`config.mk`:
```
export PLATFORM = sky130hd
export DESIGN_NAME = uart_tx_fifo
export DESIGN_NICKNAME = d
export VERILOG_FILES = /design/src/rtl/uart_tx_fifo.sv
export SDC_FILE = /design/constraint.sdc
export NUM_CORES = 1
export LEC_CHECK = 0
export BUFFER_PORTS_ARGS = -buffer_cell sky130_fd_sc_hd__buf_2
export CORE_MARGIN = 5
export CORE_UTILIZATION = 55
export CTS_CLUSTER_DIAMETER = 40
export CTS_CLUSTER_SIZE = 12
export DETAILED_ROUTE_END_ITERATION = 7
export PLACE_DENSITY = 0.79
export SLEW_MARGIN = 20
export SYNTH_ARGS = -nofsm -noshare
export SYNTH_HDL_FRONTEND = slang
export SYNTH_SLANG_ARGS = --single-unit
```
`constraint.sdc`:
```
create_clock -name clk -period 4.7 [get_ports clk]
set_input_delay 0.235 -clock clk [delete_from_list [all_inputs] [get_ports clk]]
set_output_delay 0.235 -clock clk [all_outputs]
set_load 0.005 [all_outputs]
```
`src/rtl/uart_tx_fifo.sv`:
```
`timescale 1ns/1ps
`default_nettype none
// ============================================================================
//  Module   : uart_tx_fifo
//  Purpose  : Parametrised UART transmitter with an input FIFO. Characters
//             accepted on a ready/valid interface are queued and sent as
//             start / DATA_BITS data (LSB first) / optional parity / stop
//             frames. Queued frames follow each other with no idle bit.
//  Ports    : clk        - system clock, rising edge
//             rst        - asynchronous active-high reset
//             in_valid   - producer offers in_data
//             in_data    - character to queue (DATA_BITS wide)
//             in_ready   - high while the FIFO is not full
//             tx         - registered serial output, idle high
//             busy       - high whenever a frame is in progress
//             tx_done    - one-cycle pulse in the last cycle of a frame
//             fifo_count - current FIFO occupancy
//  Revision : 1.0 - initial release
// ============================================================================
module uart_tx_fifo #(
  parameter int CLK_FREQ   = 50_000_000,
  parameter int BAUD_RATE  = 115_200,
  parameter int DATA_BITS  = 8,
  parameter int PARITY     = 0,
  parameter int STOP_BITS  = 1,
  parameter int FIFO_DEPTH = 4
) (
  input  logic                          clk,
  input  logic                          rst,
  input  logic                          in_valid,
  input  logic [DATA_BITS-1:0]          in_data,
  output logic                          in_ready,
  output logic                          tx,
  output logic                          busy,
  output logic                          tx_done,
  output logic [$clog2(FIFO_DEPTH):0]   fifo_count
);

  // --------------------------------------------------------------------------
  // Derived constants
  // --------------------------------------------------------------------------
  localparam int c_cpb   = CLK_FREQ / BAUD_RATE;
  // A one-cycle bit still needs a 1-bit counter so the compare below is legal.
  localparam int c_cnt_w = (c_cpb > 1) ? $clog2(c_cpb) : 1;
  localparam int c_ptr_w = $clog2(FIFO_DEPTH);
  localparam int c_cw    = c_ptr_w + 1;

  localparam logic [c_cnt_w-1:0] c_baud_last = c_cnt_w'(c_cpb - 1);
  localparam logic [3:0]         c_data_last = 4'(DATA_BITS - 1);
  localparam logic [3:0]         c_stop_last = 4'(STOP_BITS - 1);
  localparam logic [c_cw-1:0]    c_full      = c_cw'(FIFO_DEPTH);

  localparam logic [2:0] c_idle   = 3'd0;
  localparam logic [2:0] c_start  = 3'd1;
  localparam logic [2:0] c_data   = 3'd2;
  localparam logic [2:0] c_parity = 3'd3;
  localparam logic [2:0] c_stop   = 3'd4;

  // --------------------------------------------------------------------------
  // Elaboration-time parameter checks
  // --------------------------------------------------------------------------
  generate
    if (c_cpb < 1) begin : g_chk_cpb
      $error("uart_tx_fifo: CLK_FREQ/BAUD_RATE must be at least 1");
    end
    if (DATA_BITS < 5 || DATA_BITS > 9) begin : g_chk_data_bits
      $error("uart_tx_fifo: DATA_BITS must be in 5..9");
    end
    if (PARITY < 0 || PARITY > 2) begin : g_chk_parity
      $error("uart_tx_fifo: PARITY must be 0 (none), 1 (odd) or 2 (even)");
    end
    if (STOP_BITS < 1 || STOP_BITS > 2) begin : g_chk_stop_bits
      $error("uart_tx_fifo: STOP_BITS must be 1 or 2");
    end
    if (FIFO_DEPTH < 2 || (FIFO_DEPTH & (FIFO_DEPTH - 1)) != 0) begin : g_chk_depth
      $error("uart_tx_fifo: FIFO_DEPTH must be a power of two, at least 2");
    end
  endgenerate

  // --------------------------------------------------------------------------
  // Input FIFO
  // --------------------------------------------------------------------------
  logic [DATA_BITS-1:0] r_mem [FIFO_DEPTH];
  logic [c_ptr_w-1:0]   r_wr_ptr;
  logic [c_ptr_w-1:0]   r_rd_ptr;
  logic [c_cw-1:0]      r_count;

  logic                 w_full;
  logic                 w_empty;
  logic                 w_push;
  logic                 w_pop;
  logic [DATA_BITS-1:0] w_head;
  logic                 w_head_par;

  assign w_full  = (r_count == c_full);
  assign w_empty = (r_count == '0);
  // Fullness is judged on the registered count only, so a push offered in the
  // same cycle as a pop from a full FIFO is still refused.
  assign w_push  = in_valid && !w_full;
  assign w_head  = r_mem[r_rd_ptr];

  // Parity is computed once at pop time from the whole character, so it does
  // not depend on the shift register contents later in the frame.
  assign w_head_par = (PARITY == 2) ? (^w_head) : (~^w_head);

  // Storage needs no reset: entries are only read when counted as valid.
  always_ff @(posedge clk) begin
    if (w_push) begin
      r_mem[r_wr_ptr] <= in_data;
    end
  end

  // Pointers wrap naturally because the depth is a power of two.
  always_ff @(posedge clk or posedge rst) begin
    if (rst) begin
      r_wr_ptr <= '0;
      r_rd_ptr <= '0;
      r_count  <= '0;
    end else begin
      if (w_push) begin
        r_wr_ptr <= r_wr_ptr + 1'b1;
      end
      if (w_pop) begin
        r_rd_ptr <= r_rd_ptr + 1'b1;
      end
      if (w_push && !w_pop) begin
        r_count <= r_count + 1'b1;
      end else if (w_pop && !w_push) begin
        r_count <= r_count - 1'b1;
      end
    end
  end

  // --------------------------------------------------------------------------
  // Transmit state machine
  // --------------------------------------------------------------------------
  logic [2:0]           r_state;
  logic [c_cnt_w-1:0]   r_baud;
  logic [3:0]           r_bit;
  logic [DATA_BITS-1:0] r_shift;
  logic                 r_parity;
  logic                 r_tx;

  logic                 w_bit_end;
  logic                 w_last_stop;

  assign w_bit_end   = (r_baud == c_baud_last);
  // Final cycle of the final stop bit: the frame ends on the coming edge.
  assign w_last_stop = (r_state == c_stop) && (r_bit == c_stop_last) && w_bit_end;
  // A new frame starts either from idle or directly out of the last stop
  // cycle, which is what makes queued frames back-to-back.
  assign w_pop       = !w_empty && ((r_state == c_idle) || w_last_stop);

  always_ff @(posedge clk or posedge rst) begin
    if (rst) begin
      r_state  <= c_idle;
      r_baud   <= '0;
      r_bit    <= '0;
      r_shift  <= '0;
      r_parity <= 1'b0;
      r_tx     <= 1'b1;
    end else if (w_pop) begin
      r_state  <= c_start;
      r_baud   <= '0;
      r_bit    <= '0;
      r_shift  <= w_head;
      r_parity <= w_head_par;
      r_tx     <= 1'b0;
    end else begin
      case (r_state)
        c_idle: begin
          r_tx <= 1'b1;
        end

        c_start: begin
          if (w_bit_end) begin
            r_state <= c_data;
            r_baud  <= '0;
            r_bit   <= '0;
            r_tx    <= r_shift[0];
          end else begin
            r_baud <= r_baud + 1'b1;
          end
        end

        c_data: begin
          if (w_bit_end) begin
            r_baud <= '0;
            if (r_bit == c_data_last) begin
              r_bit <= '0;
              if (PARITY != 0) begin
                r_state <= c_parity;
                r_tx    <= r_parity;
              end else begin
                r_state <= c_stop;
                r_tx    <= 1'b1;
              end
            end else begin
              // tx is registered, so it takes the bit that becomes LSB next.
              r_bit   <= r_bit + 1'b1;
              r_shift <= r_shift >> 1;
              r_tx    <= r_shift[1];
            end
          end else begin
            r_baud <= r_baud + 1'b1;
          end
        end

        c_parity: begin
          if (w_bit_end) begin
            r_state <= c_stop;
            r_baud  <= '0;
            r_bit   <= '0;
            r_tx    <= 1'b1;
          end else begin
            r_baud <= r_baud + 1'b1;
          end
        end

        c_stop: begin
          if (w_bit_end) begin
            r_baud <= '0;
            if (r_bit == c_stop_last) begin
              // FIFO empty here, otherwise the pop branch above was taken.
              r_state <= c_idle;
              r_bit   <= '0;
              r_tx    <= 1'b1;
            end else begin
              r_bit <= r_bit + 1'b1;
            end
          end else begin
            r_baud <= r_baud + 1'b1;
          end
        end

        default: begin
          r_state <= c_idle;
          r_baud  <= '0;
          r_bit   <= '0;
          r_tx    <= 1'b1;
        end
      endcase
    end
  end

  // --------------------------------------------------------------------------
  // Outputs
  // --------------------------------------------------------------------------
  assign tx         = r_tx;
  assign busy       = (r_state != c_idle);
  assign tx_done    = w_last_stop;
  assign in_ready   = !w_full;
  assign fifo_count = r_count;

endmodule
`default_nettype wire

```
==> impl_summary.md, run 1 <==
Worst setup path
The library cell contributing the largest single delay on the critical path is sky130_fd_sc_hd__nor3_1. The capturing element type of the critical path is a register. The most critical setup path has its startpoint at fifo_count[0]$_DFFE_PP0P_. The maximum fanout along the worst path is 11. In this design, the stage delay of the slowest critical-path cell is 800 ps. The signal on the critical path passes through nor3_4 > nor3_1 > and2_1 > inv_1 > ha_1 > inv_1 > fa_1 > mux2_2.

The required time of the worst setup path is 4920 ps. Counting stages on the worst path, the most repeated cell is sky130_fd_sc_hd__inv_1. The worst setup path is launched from a register. STA puts the critical path data arrival time at 3200 ps. The critical path class is register to register.

The critical path contains buffers and inverters numbering 2 combined. The startpoint identified for the worst register-to-register timing path is fifo_count[0]$_DFFE_PP0P_. The family with the most delay on the worst path is simple AND/OR/NAND/NOR gates.

Synth
The yosys synthesis warning count is 0. The number of enable flip-flop cells after synthesis is 32. Synthesis produced 223 cells. Dividing the synthesized area by the synthesized cell count gives 13.8 um2. The area share of the largest cell type after synthesis is between 30% and 40%. The proportion of synthesized flip-flops having asynchronous set or reset is 50.0%. Among all flip-flop cells after synthesis, the most frequent one is sky130_fd_sc_hd__edfxtp_1. The biggest area contributor in the post-synthesis netlist is sky130_fd_sc_hd__edfxtp_1. The post-synthesis net count is 244. The count of different cell masters after synthesis is between 50 and 60.

Summing every instance area after synthesis gives about 0.003 mm2. Ranked by total cell area, the synthesized netlist is headed by sky130_fd_sc_hd__edfxtp_1, sky130_fd_sc_hd__dfrtp_1, sky130_fd_sc_hd__mux4_2. The proportion of synthesized chip area in sequential cells is 57.4%.

After synthesis the netlist holds a flip-flop and latch count of 64.

Finish
The post-route cell area is between 0.003 and 0.004 mm2. The area growth from synthesis to layout is 9.82%. Of the cells placed in the final design, the portion with a size suffix greater than 1 is 22.9%. The number of fill cells in the layout is 446.

The antenna diode count is 0. The final layout contains 265 nets. The area of combinational cells with multiple inputs is 0.00117 mm2. The register cell area after layout is 0.00176 mm2.

CTS
The clock latency of the later-clocked register in the worst-skew pair is about 340 ps. The clock net in this run drives a total of 64 sinks. The clock tree from TritonCTS is done. Post-CTS timing repair inserted 0 buffers for setup. The TritonCTS buffer count is 9. No sink is reached through more buffers than the 2 on the longest clock path.

The root buffer cell is sky130_fd_sc_hd__clkbuf_8. The clock slew at the register clock pins of the worst setup and hold paths is 70 ps. The number of H-tree levels is 3.

Floorplan
In this run the standard cell core region covers approximately 0.0055 mm2. The floorplan has 27 rows. The floorplan die width is ~85 um.

The floorplan step defined a die boundary enclosing 0.00718 mm2. The initial cell density of the core is 56.1%. During I/O placement, the number of pins put on the boundary was 18. The die is 84.7 um tall.

Timing
The share of the cycle needed by the critical path after routing is 63.4%. The clock tree skew after final layout is 6.36 ps. The worst path needs 2980 ps of the cycle, external delays included. Setup repair after global routing left no endpoint under its margin. The final-report setup violation count is 0. The number of pins with negative max-slew slack in the final report is 0.

The count of endpoints failing hold in the final timing report is 0. In this run the tightest slew margin relative to its limit is a little under a third. The maximum frequency from static timing analysis is 336 MHz.

The final sum of negative setup slack is 0 ps. The transition time at the pin with the least slew margin is 1030 ps.

Pwr
The switching portion of total power is 26.7%. VDD sags by at most 0.310 mV. Summed over all nets, the switching power comes to 0.365 mW. Combinational cells account for 14.4% of the total power. For this design the ratio of total power to cell area is 406 mW/mm2.

The cell internal power dissipation is 1.00 mW. The register share of total power is between 50% and 60%. The leakage power is 1.29 nW. The power share of the clock group is about a third.

Placement
Once detailed placement completed, the half-perimeter wirelength came to 3590 um. The cell area after placement is approximately 0.0032 mm2. Input and output buffers added on the ports amount to 17. The congestion estimate from routability-driven global placement came to 0.796.

Drt
The number of detailed-route iterations in the first pass is 4. The routed wire length per instance is 16.3 um. After detailed routing, the number of vias per cell comes to 5.69. The first routing iteration left 120 violations. The total number of vias is ~1800. For this run, design rule violations remaining after detail routing come to 0. The total detailed-routing wirelength is 5230 um. The detail route stage leaves a number of antenna-violating nets equal to 0.

Flow run
The max capacitance violation total is 0.

Global route
The first global-routing pass estimated about 9100 um of wire. The number of antenna violations at the first check in global routing is 0. Entering global routing, the biggest net connects 33 pins. The via count of the first global-routing pass is 1817. Across every metal layer, demand over resource in global routing totals roughly 17%.

The remaining global-route overflow is 0.

Outcome
The run finished with clean final reports.

Worst hold path
The worst hold-check path type is primary input to register. The start point of the worst hold path is in_data[5].
[cells in the final DEF, fill, tap and decap left out, types with 3 or more instances in the layout]
cell / synthesis / routed
sky130_fd_sc_hd__clkinv_2: 0 / 3
sky130_fd_sc_hd__inv_1: 15 / 15
sky130_fd_sc_hd__a221o_1: 5 / 5
sky130_fd_sc_hd__o21ai_0: 9 / 9
sky130_fd_sc_hd__a21oi_1: 3 / 3
sky130_fd_sc_hd__nor3_1: 3 / 3
sky130_fd_sc_hd__nand2_1: 7 / 7
sky130_fd_sc_hd__nand4_1: 4 / 4
sky130_fd_sc_hd__dfrtp_1: 31 / 31
sky130_fd_sc_hd__and3_1: 9 / 9
sky130_fd_sc_hd__buf_2: 1 / 17
sky130_fd_sc_hd__clkbuf_8: 0 / 9
sky130_fd_sc_hd__mux4_2: 8 / 8
sky130_fd_sc_hd__ha_1: 9 / 9
sky130_fd_sc_hd__xnor2_1: 8 / 8
sky130_fd_sc_hd__edfxtp_1: 32 / 32
sky130_fd_sc_hd__nor2_1: 10 / 10
sky130_fd_sc_hd__nand3_1: 10 / 10
sky130_fd_sc_hd__a211oi_1: 6 / 6
[cells in the mapped netlist (3+ instances only)]
cell	instances
sky130_fd_sc_hd__a221o_1	5
sky130_fd_sc_hd__nand4_1	4
sky130_fd_sc_hd__mux4_2	8
sky130_fd_sc_hd__a21oi_1	3
sky130_fd_sc_hd__nand2_1	7
sky130_fd_sc_hd__ha_1	9
sky130_fd_sc_hd__edfxtp_1	32
sky130_fd_sc_hd__and3_1	9
sky130_fd_sc_hd__xnor2_1	8
sky130_fd_sc_hd__a211oi_1	6
sky130_fd_sc_hd__o21ai_0	9
sky130_fd_sc_hd__dfrtp_1	31
sky130_fd_sc_hd__buf_6	5
sky130_fd_sc_hd__nor3_1	3
sky130_fd_sc_hd__inv_1	15
sky130_fd_sc_hd__nand3_1	10
sky130_fd_sc_hd__nor2_1	10
[what timing repair did]
action / 4_1_cts / 5_1_grt
endpoints found under the hold margin: 31 / 0
hold buffers: 1 / 0
gates resized for setup: 0 / 0
[sequential cells by signal (all words and copies together), names as in the netlist]
| register | count |
|---|---|
| r_mem | 32 |
| r_wr_ptr | 2 |
| tx | 1 |
| r_rd_ptr | 2 |
| fifo_count | 3 |
| r_bit | 4 |
| r_state | 3 |
| r_baud | 9 |
| r_shift | 8 |
[routing by layer]
metal	wire, um	vias up	track usage (%)	share of wire (%)
met5	0	-	0	0
met4	51	0	5.61	0.98
met3	218	5	4.91	4.2
met2	2430	28	25.0	46
met1	2530	902	22.9	48
li1	-	893	-	-
[final timing paths]
check                                             to  slack (ps)  depth (start not counted)
max                        fifo_count[1]$_DFFE_PP0P_        1720                          8
min                            r_mem[2][5]$_DFFE_PP_         110                          1
max reg2reg                fifo_count[1]$_DFFE_PP0P_        1720                          8
min reg2reg                   r_shift[6]$_DFFE_PP0P_         510                          1
max in group asynchronous             tx$_DFFE_PP1P_        3850                          4
min in group asynchronous  fifo_count[2]$_DFFE_PP0P_         520                          4
[area by class of cell]
type                    count  area share [%]
repair buffers             19            3.04
multi-input cells         135            34.7
well taps                  72            2.67
clock inverters             6            1.82
flip-flops and latches     64            52.3
clock buffers              10            3.78
inverters                  15            1.67
[cell families after synthesis]
logic type                 share of synthesized area, %
xor gates and xnor gates                           2.85
adders and majority gates                          4.32
buffers and inverters                              4.44
and+or+nand+nor                                    11.9
AOI/OAI and AO/OA                                  11.8
DFF                                                57.4
muxes                                              7.25
[power by group through the flow]
stage          Clock (mW)  Sequential, mW  Combinational, mW
6_report            0.451           0.721              0.197
5_1_grt             0.494           0.730              0.222
4_1_cts             0.462           0.723              0.203
3_5_place_dp            0           0.734              0.198
3_3_place_gp            0           0.726              0.192
2_1_floorplan           0           0.723              0.131
[through the flow]
stage	cells	setup slack (ps)	power (mW)	hold slack, ps	util, %
floorplan	223	2300	0.854	334	-
global placement	304	1890	0.918	340	58.0
detailed placement	304	1730	0.931	341	58.0
CTS	321	1700	1.39	89.1	61.6
global route	321	1510	1.45	98.9	61.6
finish	321	1720	1.37	111	61.6
[worst reg2reg max path, cell delays in order, from the launching register on]
cell                      delay [ps]
sky130_fd_sc_hd__dfrtp_1         490
sky130_fd_sc_hd__nor3_4          130
sky130_fd_sc_hd__nor3_1          800
sky130_fd_sc_hd__and2_1          360
sky130_fd_sc_hd__inv_1           120
sky130_fd_sc_hd__ha_1            220
sky130_fd_sc_hd__inv_1            70
sky130_fd_sc_hd__fa_1            420
sky130_fd_sc_hd__mux2_2          270
Note: power is estimated with default switching activity, not from simulation.
==> inputs of run 2 (changes only) <==
- clock period: 4.7 -> 2.9 ns (I/O delays scaled with it)
==> run 2 against run 1 <==
Clock power increased by 77%. Sequential power rose by 62%. Via count is 2.9% higher. Register-to-register slack worse by 1400 ps. Routed wire length grew 5.0%. Largest cell class unchanged. Critical path type unchanged. Highest routed layer unchanged. Power is 67% higher. Utilization increased by 1.1 points. Worst setup slack got worse by 1400 ps. Final area grew 1.8%.
==> impl_summary.md, run 2 (same netlist as run 1, synthesis figures left out) <==
Outcome
Status: finished, final reports clean (unchanged).

Floorplan
The number of placement rows came to 27 (unchanged). The floorplan die width is 84.7 um (unchanged). The initial cell density of the core is 56.1% (unchanged).

The vertical die dimension was 84.7 um (unchanged). The I/O pin total is 18 (unchanged). The core outline area is 0.00547 mm2 (unchanged).

The area of the die came to 0.00718 mm2 (unchanged).

Finish
The most common cell after layout, fill and taps aside is sky130_fd_sc_hd__edfxtp_1 (unchanged). The antenna diode count is 0 (unchanged). The area of combinational cells with multiple inputs was 0.00117 mm2 (unchanged). The number of fill cells in the layout is 411 (was 446). The final core area utilization was 62.7% (was 61.6%). The area growth from synthesis to layout came to 11.8% (was 9.82%). The fraction of layout cells with a size suffix above 1 came to 23.7% (was 22.9%). The register cell area after layout is 0.00176 mm2 (unchanged).

Registers with the most flip-flops: r_mem (32), r_baud (9), r_shift (8) (unchanged). The register with the highest flop count is r_mem (unchanged). Commonest cells after routing, fill and taps aside: sky130_fd_sc_hd__edfxtp_1, sky130_fd_sc_hd__dfrtp_1, sky130_fd_sc_hd__buf_2, sky130_fd_sc_hd__inv_1 (unchanged).

The number of flip-flops in the largest register is 32 (unchanged). The net count of the finished layout is 270 (was 265). The filler-free cell count of the finished design is 325 (was 321).

CTS
The root buffer cell is sky130_fd_sc_hd__clkbuf_8 (unchanged). The number of hold buffers added after CTS is 1 (unchanged). The TritonCTS buffer count is 9 (unchanged). The total clock sinks is 64 (unchanged). The clock slew at the register clock pins of the worst setup and hold paths is 70 ps (about the same).

The number of gates resized after CTS is 0 (unchanged). The clock latency of the later-clocked register in the worst-skew pair is 330 ps (was 340 ps). The clock tree from TritonCTS was done (unchanged). The number of buffers inserted to repair setup after CTS is 0 (unchanged). The clock tree buffer depth came to 2 (unchanged). The number of H-tree levels is 3 (unchanged).

Worst setup path
The startpoint type of the worst setup path is a register (unchanged). The startpoint of the worst setup timing path is r_baud[0]$_DFFE_PP0P_ (was fifo_count[0]$_DFFE_PP0P_). The maximum fanout along the worst path is 7 (was 11).

The required time of the worst setup path came to 3150 ps (was 4920 ps). The family with the most delay on the worst path is adder cells (was simple AND/OR/NAND/NOR gates). The arrival time of data at the critical path endpoint came to 2880 ps (was 3200 ps). The capturing element type of the critical path was a register (unchanged). The startpoint of the most critical register-to-register path is r_baud[0]$_DFFE_PP0P_ (was fifo_count[0]$_DFFE_PP0P_). Cell Chain, Critical Path: ha_1 > and4b_4 > a41o_1 > and2_1 > inv_1 > ha_1 > inv_1 > fa_1 > xor2_1 > nor2_1 > xor2_1 (was nor3_4 > nor3_1 > and2_1 > inv_1 > ha_1 > inv_1 > fa_1 > mux2_2). The critical path class is register to register (unchanged). The library cell contributing the largest single delay on the critical path is sky130_fd_sc_hd__dfrtp_1 (was sky130_fd_sc_hd__nor3_1). The longest individual stage delay on the worst path is 450 ps (was 800 ps). The number of buffers and inverters on the critical path was 2 (unchanged).

Timing
Setup repair after global routing missed its margin: false (unchanged). The time the final worst path needs with I/O delays and setup came to 2620 ps (was 2980 ps). The maximum frequency from static timing analysis is 381 MHz (was 336 MHz). The headroom to the max-slew limit is 61.4% (was 31.1%). The share of the cycle needed by the critical path after routing is 90.5% (was 63.4%). The count of endpoints failing hold in the final timing report is 0 (unchanged). The clock tree skew after final layout was 4.49 ps (was 6.36 ps). The final sum of negative setup slack is 0 ps (unchanged). The transition time at the pin with the least slew margin is 578 ps (was 1030 ps). The number of pins with negative max-slew slack in the final report is 0 (unchanged). The final-report setup violation count was 0 (unchanged). The final hold slack was 31.7 ps (was 111 ps).

Placement
The detailed placement HPWL was 3620 um (was 3590 um). The number of port buffers came to 17 (unchanged). The number of cells in the design after placement is 308 (was 304). The routability-driven placement congestion ratio is 0.827 (was 0.796).

Global route
The number of antenna violations at the first check in global routing is 0 (unchanged). The pin count of the biggest net entering global routing was 33 (unchanged). The remaining global-route overflow is 0 (unchanged). The total global routing track utilization is 17.2% (was 16.5%). The global-route wire length before repair is 9650 um (was 9120 um).

The via count of the first global-routing pass is 1906 (was 1817).

Pwr
The worst supply voltage drop on vdd was 0.544 mV (was 0.310 mV). The power density of the placed cells is 667 mW/mm2 (was 406 mW/mm2). The total power after layout is 2.29 mW (was 1.37 mW). The leakage power is 1.32 nW (was 1.29 nW).

Drt
The DRC violation total after the first TritonRoute iteration was 189 (was 120). The detailed-route DRC error count is 0 (unchanged). The via-per-instance ratio is 5.79 (was 5.69).

The routed wire length per instance came to 16.9 um (was 16.3 um). The count of antenna-violating nets left after detailed routing is 0 (unchanged). The total detailed-routing wirelength came to 5490 um (was 5230 um). The total number of vias was 1881 (was 1828).

The number of detailed-route iterations in the first pass is 4 (unchanged).

Flow run
The max capacitance violation total was 0 (unchanged).

Worst hold path
The start point of the worst hold path was in_data[7] (was in_data[5]). The worst hold-check path type is primary input to register (unchanged).
## run 2: layer usage
layer | up-vias | part of all wire (%) | track usage (%)
met5 | - | 0 | 0
met4 | 0 | 1.5 | 7.48
met3 | 8 | 4.7 | 4.91
met2 | 48 | 48 | 25.2
met1 | 921 | 46 | 24.0
li1 | 904 | - | -
## run 2: report_power, final
part           internal, mW  switching, mW
combinational         0.144          0.171
clock                 0.476          0.325
sequential             1.09         0.0802
## run 2: worst paths after layout
check	endpoint	slack [ps]	depth (start not counted)
setup / recovery	fifo_count[2]$_DFFE_PP0P_	280	11
min in group asynchronous	fifo_count[0]$_DFFE_PP0P_	440	4
hold reg to reg	r_shift[3]$_DFFE_PP0P_	520	1
max in group asynchronous	tx$_DFFE_PP1P_	2120	4
setup reg to reg	fifo_count[2]$_DFFE_PP0P_	280	11
hold / removal	r_mem[3][7]$_DFFE_PP_	30	1
## run 2: cell type report
| class | count | share of cell area, % |
|---|---|---|
| clock inverters | 6 | 2.48 |
| well taps | 72 | 2.62 |
| flip-flops and latches | 64 | 51.4 |
| repair buffers | 24 | 4.16 |
| inverters | 15 | 1.64 |
| multi-input cells | 135 | 34.1 |
| clock buffers | 9 | 3.61 |
## run 2: through the flow
step / setup slack (ps) / cell area [um2]
final: 276 / 3430
after CTS: 274 / 3420
after detailed placement: 317 / 3200
after global routing: 92.4 / 3430
after global placement: 412 / 3200
after floorplan: 503 / 3070
## run 2: worst reg2reg max path, cell delays in order (launching register included)
cell	delay (ps)
sky130_fd_sc_hd__dfrtp_1	450
sky130_fd_sc_hd__ha_1	220
sky130_fd_sc_hd__and4b_4	230
sky130_fd_sc_hd__a41o_1	250
sky130_fd_sc_hd__and2_1	230
sky130_fd_sc_hd__inv_1	110
sky130_fd_sc_hd__ha_1	190
sky130_fd_sc_hd__inv_1	60
sky130_fd_sc_hd__fa_1	370
sky130_fd_sc_hd__xor2_1	150
sky130_fd_sc_hd__nor2_1	130
sky130_fd_sc_hd__xor2_1	160
